`src/rtl/conv_viterbi_dec.sv`:
```
// conv_viterbi_dec: hard-decision Viterbi decoder for the rate-1/2, K=3
// convolutional code with generators 7 and 5 (octal). Four-state trellis,
// add-compare-select every accepted symbol, with metric normalisation in the
// same cycle and register-exchange survivor paths. There is no traceback RAM.
`timescale 1ns/1ps

module conv_viterbi_dec #(
   parameter int TB_DEPTH = 16,
   parameter int PM_W     = 5,
   parameter int INIT_PM  = 7
) (
   input  logic            clk20M_sig,
   input  logic            reset_sig,
   input  logic            in_valid,
   input  logic [1:0]      code_in,
   output logic            out_valid,
   output logic            dec_out,
   output logic [PM_W-1:0] pm_min
);

   localparam int              CNT_W    = (TB_DEPTH > 1) ? $clog2(TB_DEPTH) : 1;
   localparam logic [CNT_W-1:0] CNT_LAST = CNT_W'(TB_DEPTH - 1);
   localparam logic [PM_W-1:0]  PM_MAX   = {PM_W{1'b1}};
   localparam logic [PM_W-1:0]  PM_INIT  = PM_W'(INIT_PM);

   // Registered trellis state
   logic [PM_W-1:0]     pm   [4];
   logic [TB_DEPTH-1:0] path [4];
   logic [CNT_W-1:0]    cnt;

   // ACS intermediate values
   logic [1:0]          pred0     [4];
   logic [1:0]          pred1     [4];
   logic [PM_W-1:0]     cand0     [4];
   logic [PM_W-1:0]     cand1     [4];
   logic                take1     [4];
   logic [PM_W-1:0]     pm_acs    [4];
   logic [PM_W-1:0]     pm_next   [4];
   logic [TB_DEPTH-1:0] path_next [4];
   logic [1:0]          best;
   logic [PM_W-1:0]     pm_best;
   logic                cnt_full;

   // Encoder output {c1,c0} for state {b[n-1],b[n-2]} and input u, compared
   // against the received symbol; the result is the Hamming distance 0..2.
   function automatic logic [1:0] branch_metric(input logic [1:0] rx,
                                                input logic [1:0] st,
                                                input logic       u);
      logic [1:0] exp_code;
      logic [1:0] diff;
      exp_code = {u ^ st[1] ^ st[0], u ^ st[0]};
      diff     = rx ^ exp_code;
      return {1'b0, diff[1]} + {1'b0, diff[0]};
   endfunction

   // Metric addition that sticks at the all-ones value instead of wrapping.
   function automatic logic [PM_W-1:0] sat_add(input logic [PM_W-1:0] a,
                                               input logic [1:0]      b);
      logic [PM_W:0] sum;
      sum = {1'b0, a} + {{(PM_W-1){1'b0}}, b};
      return sum[PM_W] ? PM_MAX : sum[PM_W-1:0];
   endfunction

   // Add-compare-select for the four next states: ns={u,m} is reached from
   // {m,0} or {m,1}; a tie keeps the lower-index predecessor {m,0}.
   always_comb begin
      for (int ns = 0; ns < 4; ns++) begin
         pred0[ns] = {ns[0], 1'b0};
         pred1[ns] = {ns[0], 1'b1};
         cand0[ns] = sat_add(pm[pred0[ns]], branch_metric(code_in, pred0[ns], ns[1]));
         cand1[ns] = sat_add(pm[pred1[ns]], branch_metric(code_in, pred1[ns], ns[1]));
         take1[ns] = (cand1[ns] < cand0[ns]);
         if (take1[ns]) begin
            pm_acs[ns]    = cand1[ns];
            path_next[ns] = {path[pred1[ns]][TB_DEPTH-2:0], ns[1]};
         end else begin
            pm_acs[ns]    = cand0[ns];
            path_next[ns] = {path[pred0[ns]][TB_DEPTH-2:0], ns[1]};
         end
      end
   end

   // Pick the winning state (lowest index on a tie) and normalise all metrics
   // against its value so the stored metrics stay small.
   always_comb begin
      best    = 2'd0;
      pm_best = pm_acs[0];
      for (int s = 1; s < 4; s++) begin
         if (pm_acs[s] < pm_best) begin
            best    = 2'(s);
            pm_best = pm_acs[s];
         end
      end
      for (int s = 0; s < 4; s++) begin
         pm_next[s] = pm_acs[s] - pm_best;
      end
   end

   // A symbol produces a decision once TB_DEPTH-1 earlier symbols have filled
   // the survivor registers, so the oldest bit of the winning path is final.
   assign cnt_full = (cnt == CNT_LAST);

   // Trellis update: metrics, survivor paths and fill counter advance only on
   // accepted symbols and hold otherwise.
   always_ff @(posedge clk20M_sig or negedge reset_sig) begin
      if (!reset_sig) begin
         for (int s = 0; s < 4; s++) begin
            pm[s]   <= (s == 0) ? '0 : PM_INIT;
            path[s] <= '0;
         end
         cnt <= '0;
      end else if (in_valid) begin
         for (int s = 0; s < 4; s++) begin
            pm[s]   <= pm_next[s];
            path[s] <= path_next[s];
         end
         if (!cnt_full) begin
            cnt <= cnt + 1'b1;
         end
      end
   end

   // Output registers: one-cycle valid pulse per decided symbol; the decoded
   // bit holds between decisions.
   always_ff @(posedge clk20M_sig or negedge reset_sig) begin
      if (!reset_sig) begin
         out_valid <= 1'b0;
         dec_out   <= 1'b0;
         pm_min    <= '0;
      end else begin
         out_valid <= in_valid && cnt_full;
         if (in_valid && cnt_full) begin
            dec_out <= path_next[best][TB_DEPTH-1];
            pm_min  <= pm_next[best];
         end
      end
   end

endmodule

```
`config.mk`:
```
export PLATFORM = sky130hd
export DESIGN_NAME = conv_viterbi_dec
export DESIGN_NICKNAME = d
export VERILOG_FILES = /design/src/rtl/conv_viterbi_dec.sv
export SDC_FILE = /design/constraint.sdc
export NUM_CORES = 1
export LEC_CHECK = 0
export ABC_AREA = 1
export CELL_PAD_IN_SITES_DETAIL_PLACEMENT = 1
export CELL_PAD_IN_SITES_GLOBAL_PLACEMENT = 1
export CORE_UTILIZATION = 35
export DETAILED_ROUTE_END_ITERATION = 7
export PLACE_DENSITY_LB_ADDON = 0.1
export SLEW_MARGIN = 5
export SYNTH_ARGS = -nofsm -noshare
export SYNTH_HDL_FRONTEND = slang
export SYNTH_SLANG_ARGS = --single-unit
export TNS_END_PERCENT = 1
```
`constraint.sdc`:
```
create_clock -name clk20M_sig -period 10.8 [get_ports clk20M_sig]
set_input_delay 2.7 -clock clk20M_sig [delete_from_list [all_inputs] [get_ports clk20M_sig]]
set_output_delay 2.7 -clock clk20M_sig [all_outputs]
set_load 0.02 [all_outputs]
```
==> flow_summary.yaml, run 1 <==
logic_synthesis:
  synth_seq_cells: 86
  synthCells: 1011
  synthMostInstantiatedCell: "nand2_1"
  synth_top_area_share: 0.274
  synthFlopType: "dfrtp_1"
  yosys-top-cells-area: "dfrtp_1 27%, nand2_1 13%, ha_1 9.1%"
  yosysSeqAreaShare: 0.308
  synth.net_count: 1067
  netlist_area_mm2: 0.00702
  synth-async-reset-ratio: 1.00
  yosysWarnings: 0
  synth_area_leader_cell: "dfrtp_1"
  synth_commonest_cells: "249 x nand2_1, 127 x o21ai_0, 116 x inv_1"
  synth_cell_type_count: 47
  synth_edf_count: 0
  synth.avg_cell_area_um2: 6.94
sta:
  rsz0062_at_grt: "false"
  skew_ns: 0.0108
  worst_slew_pin_slew_ns: 0.878
  finalWorstPathRequiredPeriod_ns: 10.11
  fmax_ghz: 0.0989
  setup_violations: 0
  setup-tns-final_ns: 0
  hold_viol: 0
  slew_violations: 0
  slew_headroom: 0.414
  finalCritPeriodShare: 0.936
cells_and_area:
  fin_nets: 1060
  fin_util: 0.392
  area_growth_pct: 9.36
  drive_gt1_frac: 0.114
  antennaDiodeCount: 0
global_routing:
  grt_use_total: 0.223
  grt_max_degree: 80
  grt-ovfl-total: 0
  grt_pass1_wl_mm: 34.7
  grt_pass1_vias: 6509
  antenna_found_initial: 0
job:
  drv_cap: 0
clock_network:
  clock_sinks: 86
  cts_buffers: 9
  cts_tree: "yes"
  cts.repair.resized: 0
  clk-insertion-delay-late_ns: 0.36
  cts_setup_buffers: 0
  clkTransAtPathRegs_ns: 0.07
  cts-root-buf: "clkbuf_16"
  htreeDepth: 3
  cts_buffer_depth: 2
  holdBufCountCts: 0
route:
  drt_iter0_drc: 189
  dr.pass1.iters: 4
  via_count: 6393
  remaining_drc_errors: 0
  wl_per_cell_um: 16.9
  via_per_inst: 5.02
  drtAntennaViolNets: 0
  wl_mm: 21.6
placement:
  dp_hpwl_mm: 16.7
  port-buffer-count: 11
  place.gp.congestion: 0.892
critical_path:
  cpPeakStageDelay_ns: 0.56
  path_max_fanout: 32
  path_class: "input port to register"
  critPathArrivalTime_ns: 10.41
  critPathSlowestCell: "clkdlybuf4s50_1"
  cp_common_cell: "nand2_1"
  startpoint_type: "input port"
  cp.required_ns: 11.09
  endpoint_kind: "register"
floorplan:
  fp.dieW_um: 144
  die_area_mm2: 0.0206
  initial_utilization: 0.358
  coreArea_mm2: 0.0196
  die_h_um: 144
  rows: 51
  pin_count: 12
min_path:
  hold_path.class: "register to register"
outcome:
  status: "completed"
==> worst max-delay path, delay by kind of cell <==
| kind | cells | cell delay [ns] |
|---|---|---|
| AO/OA/AOI/OAI | 12 | 1.79 |
| XOR/XNOR | 1 | 0.15 |
| adder cells (fa/ha/maj) | 9 | 2.45 |
| buffers and inverters | 8 | 1.26 |
| AND/OR/NAND/NOR | 20 | 2.04 |
==> worst paths after layout <==
| path | startpoint | endpoint | slack, ns | cells past startpoint |
|---|---|---|---|---|
| max | code_in[1] | pm_min[4] | 0.69 | 50 |
| min | path[33] | path[33] | 0.48 | 2 |
| max reg2reg | pm[11] | pm_min[4] | 3.61 | 50 |
| min reg2reg | path[33] | path[33] | 0.48 | 2 |
| max in group asynchronous | reset_sig | path[9] | 7.39 | 2 |
| min in group asynchronous | reset_sig | out_valid | 2.23 | 1 |
==> layout by cell type (no fill, tap or decap), types with 4 or more instances in the layout <==
master,n
clkbuf_16,9
ha_1,51
nand2_1,249
o21ai_2,4
inv_2,16
inv_1,115
dfrtp_1,77
a31oi_1,12
xor2_1,18
o21ai_1,7
xnor2_1,10
o21ai_0,125
nand4_1,13
o211ai_1,5
a21oi_1,40
o21bai_1,5
clkdlybuf4s50_1,9
nand3_1,79
nor2_1,65
nand2_4,7
buf_4,10
or2_2,9
o21a_1,4
dfstp_2,9
nand2_2,23
==> cells by family (layout without fill, tap and decap cells) <==
family / count (synthesis) / count (layout) / share of synthesized area
flip-flops: 86 / 86 / 0.308
multiplexers: 1 / 1 / 0.00160
AND/OR/NAND/NOR: 458 / 458 / 0.294
buffers and inverters: 173 / 171 / 0.0982
adder cells (fa/ha/maj): 51 / 51 / 0.0909
AO/OA/AOI/OAI: 212 / 212 / 0.168
XOR/XNOR: 30 / 30 / 0.0396
==> area by class of cell <==
| class | instances | area, um2 |
|---|---|---|
| Inverter | 135 | 513 |
| Multi-Input combinational cell | 752 | 4190 |
| Timing Repair Buffer | 20 | 170 |
| Fill cell | 2497 | 11900 |
| Clock buffer | 9 | 225 |
| Sequential cell | 86 | 2160 |
| Clock inverter | 7 | 86.3 |
| Tap cell | 265 | 332 |
==> routing by layer <==
layer / GRT usage / vias up / wire length (um)
li1: - / 3265 / -
met1: 0.296 / 3070 / 10600
met2: 0.385 / 42 / 10200
met3: 0.0247 / 16 / 433
met4: 0.0560 / 0 / 299
met5: 0 / - / 0
==> sequential cells by signal, summed over array words and instances (netlist names) <==
register and cells:
cnt 4, dec_out 1, out_valid 1, path 55, pm 20, pm_min 5
==> metrics by stage <==
stage	instance area (um2)	hold slack, ns	instances	worst slack (ns)
global placement	7340	0.451	1258	0.0927
detailed placement	7340	0.462	1258	0.0456
CTS	7650	0.480	1274	0.335
finish	7680	0.476	1274	0.687
global route	7680	0.503	1274	0.0307
floorplan	7020	0.439	1011	1.79
Power of run 1 is not shown: default switching activity piles up to over one toggle a cycle in this logic, so the estimate is an artifact.
==> run 2: changes to the inputs <==
SKIP_LAST_GASP = 1   (was unset)
==> results of run 2 <==
Same layout as run 1: the final DEF is identical, and so are final timing and power.
Power of run 2 is left out for the same reason.
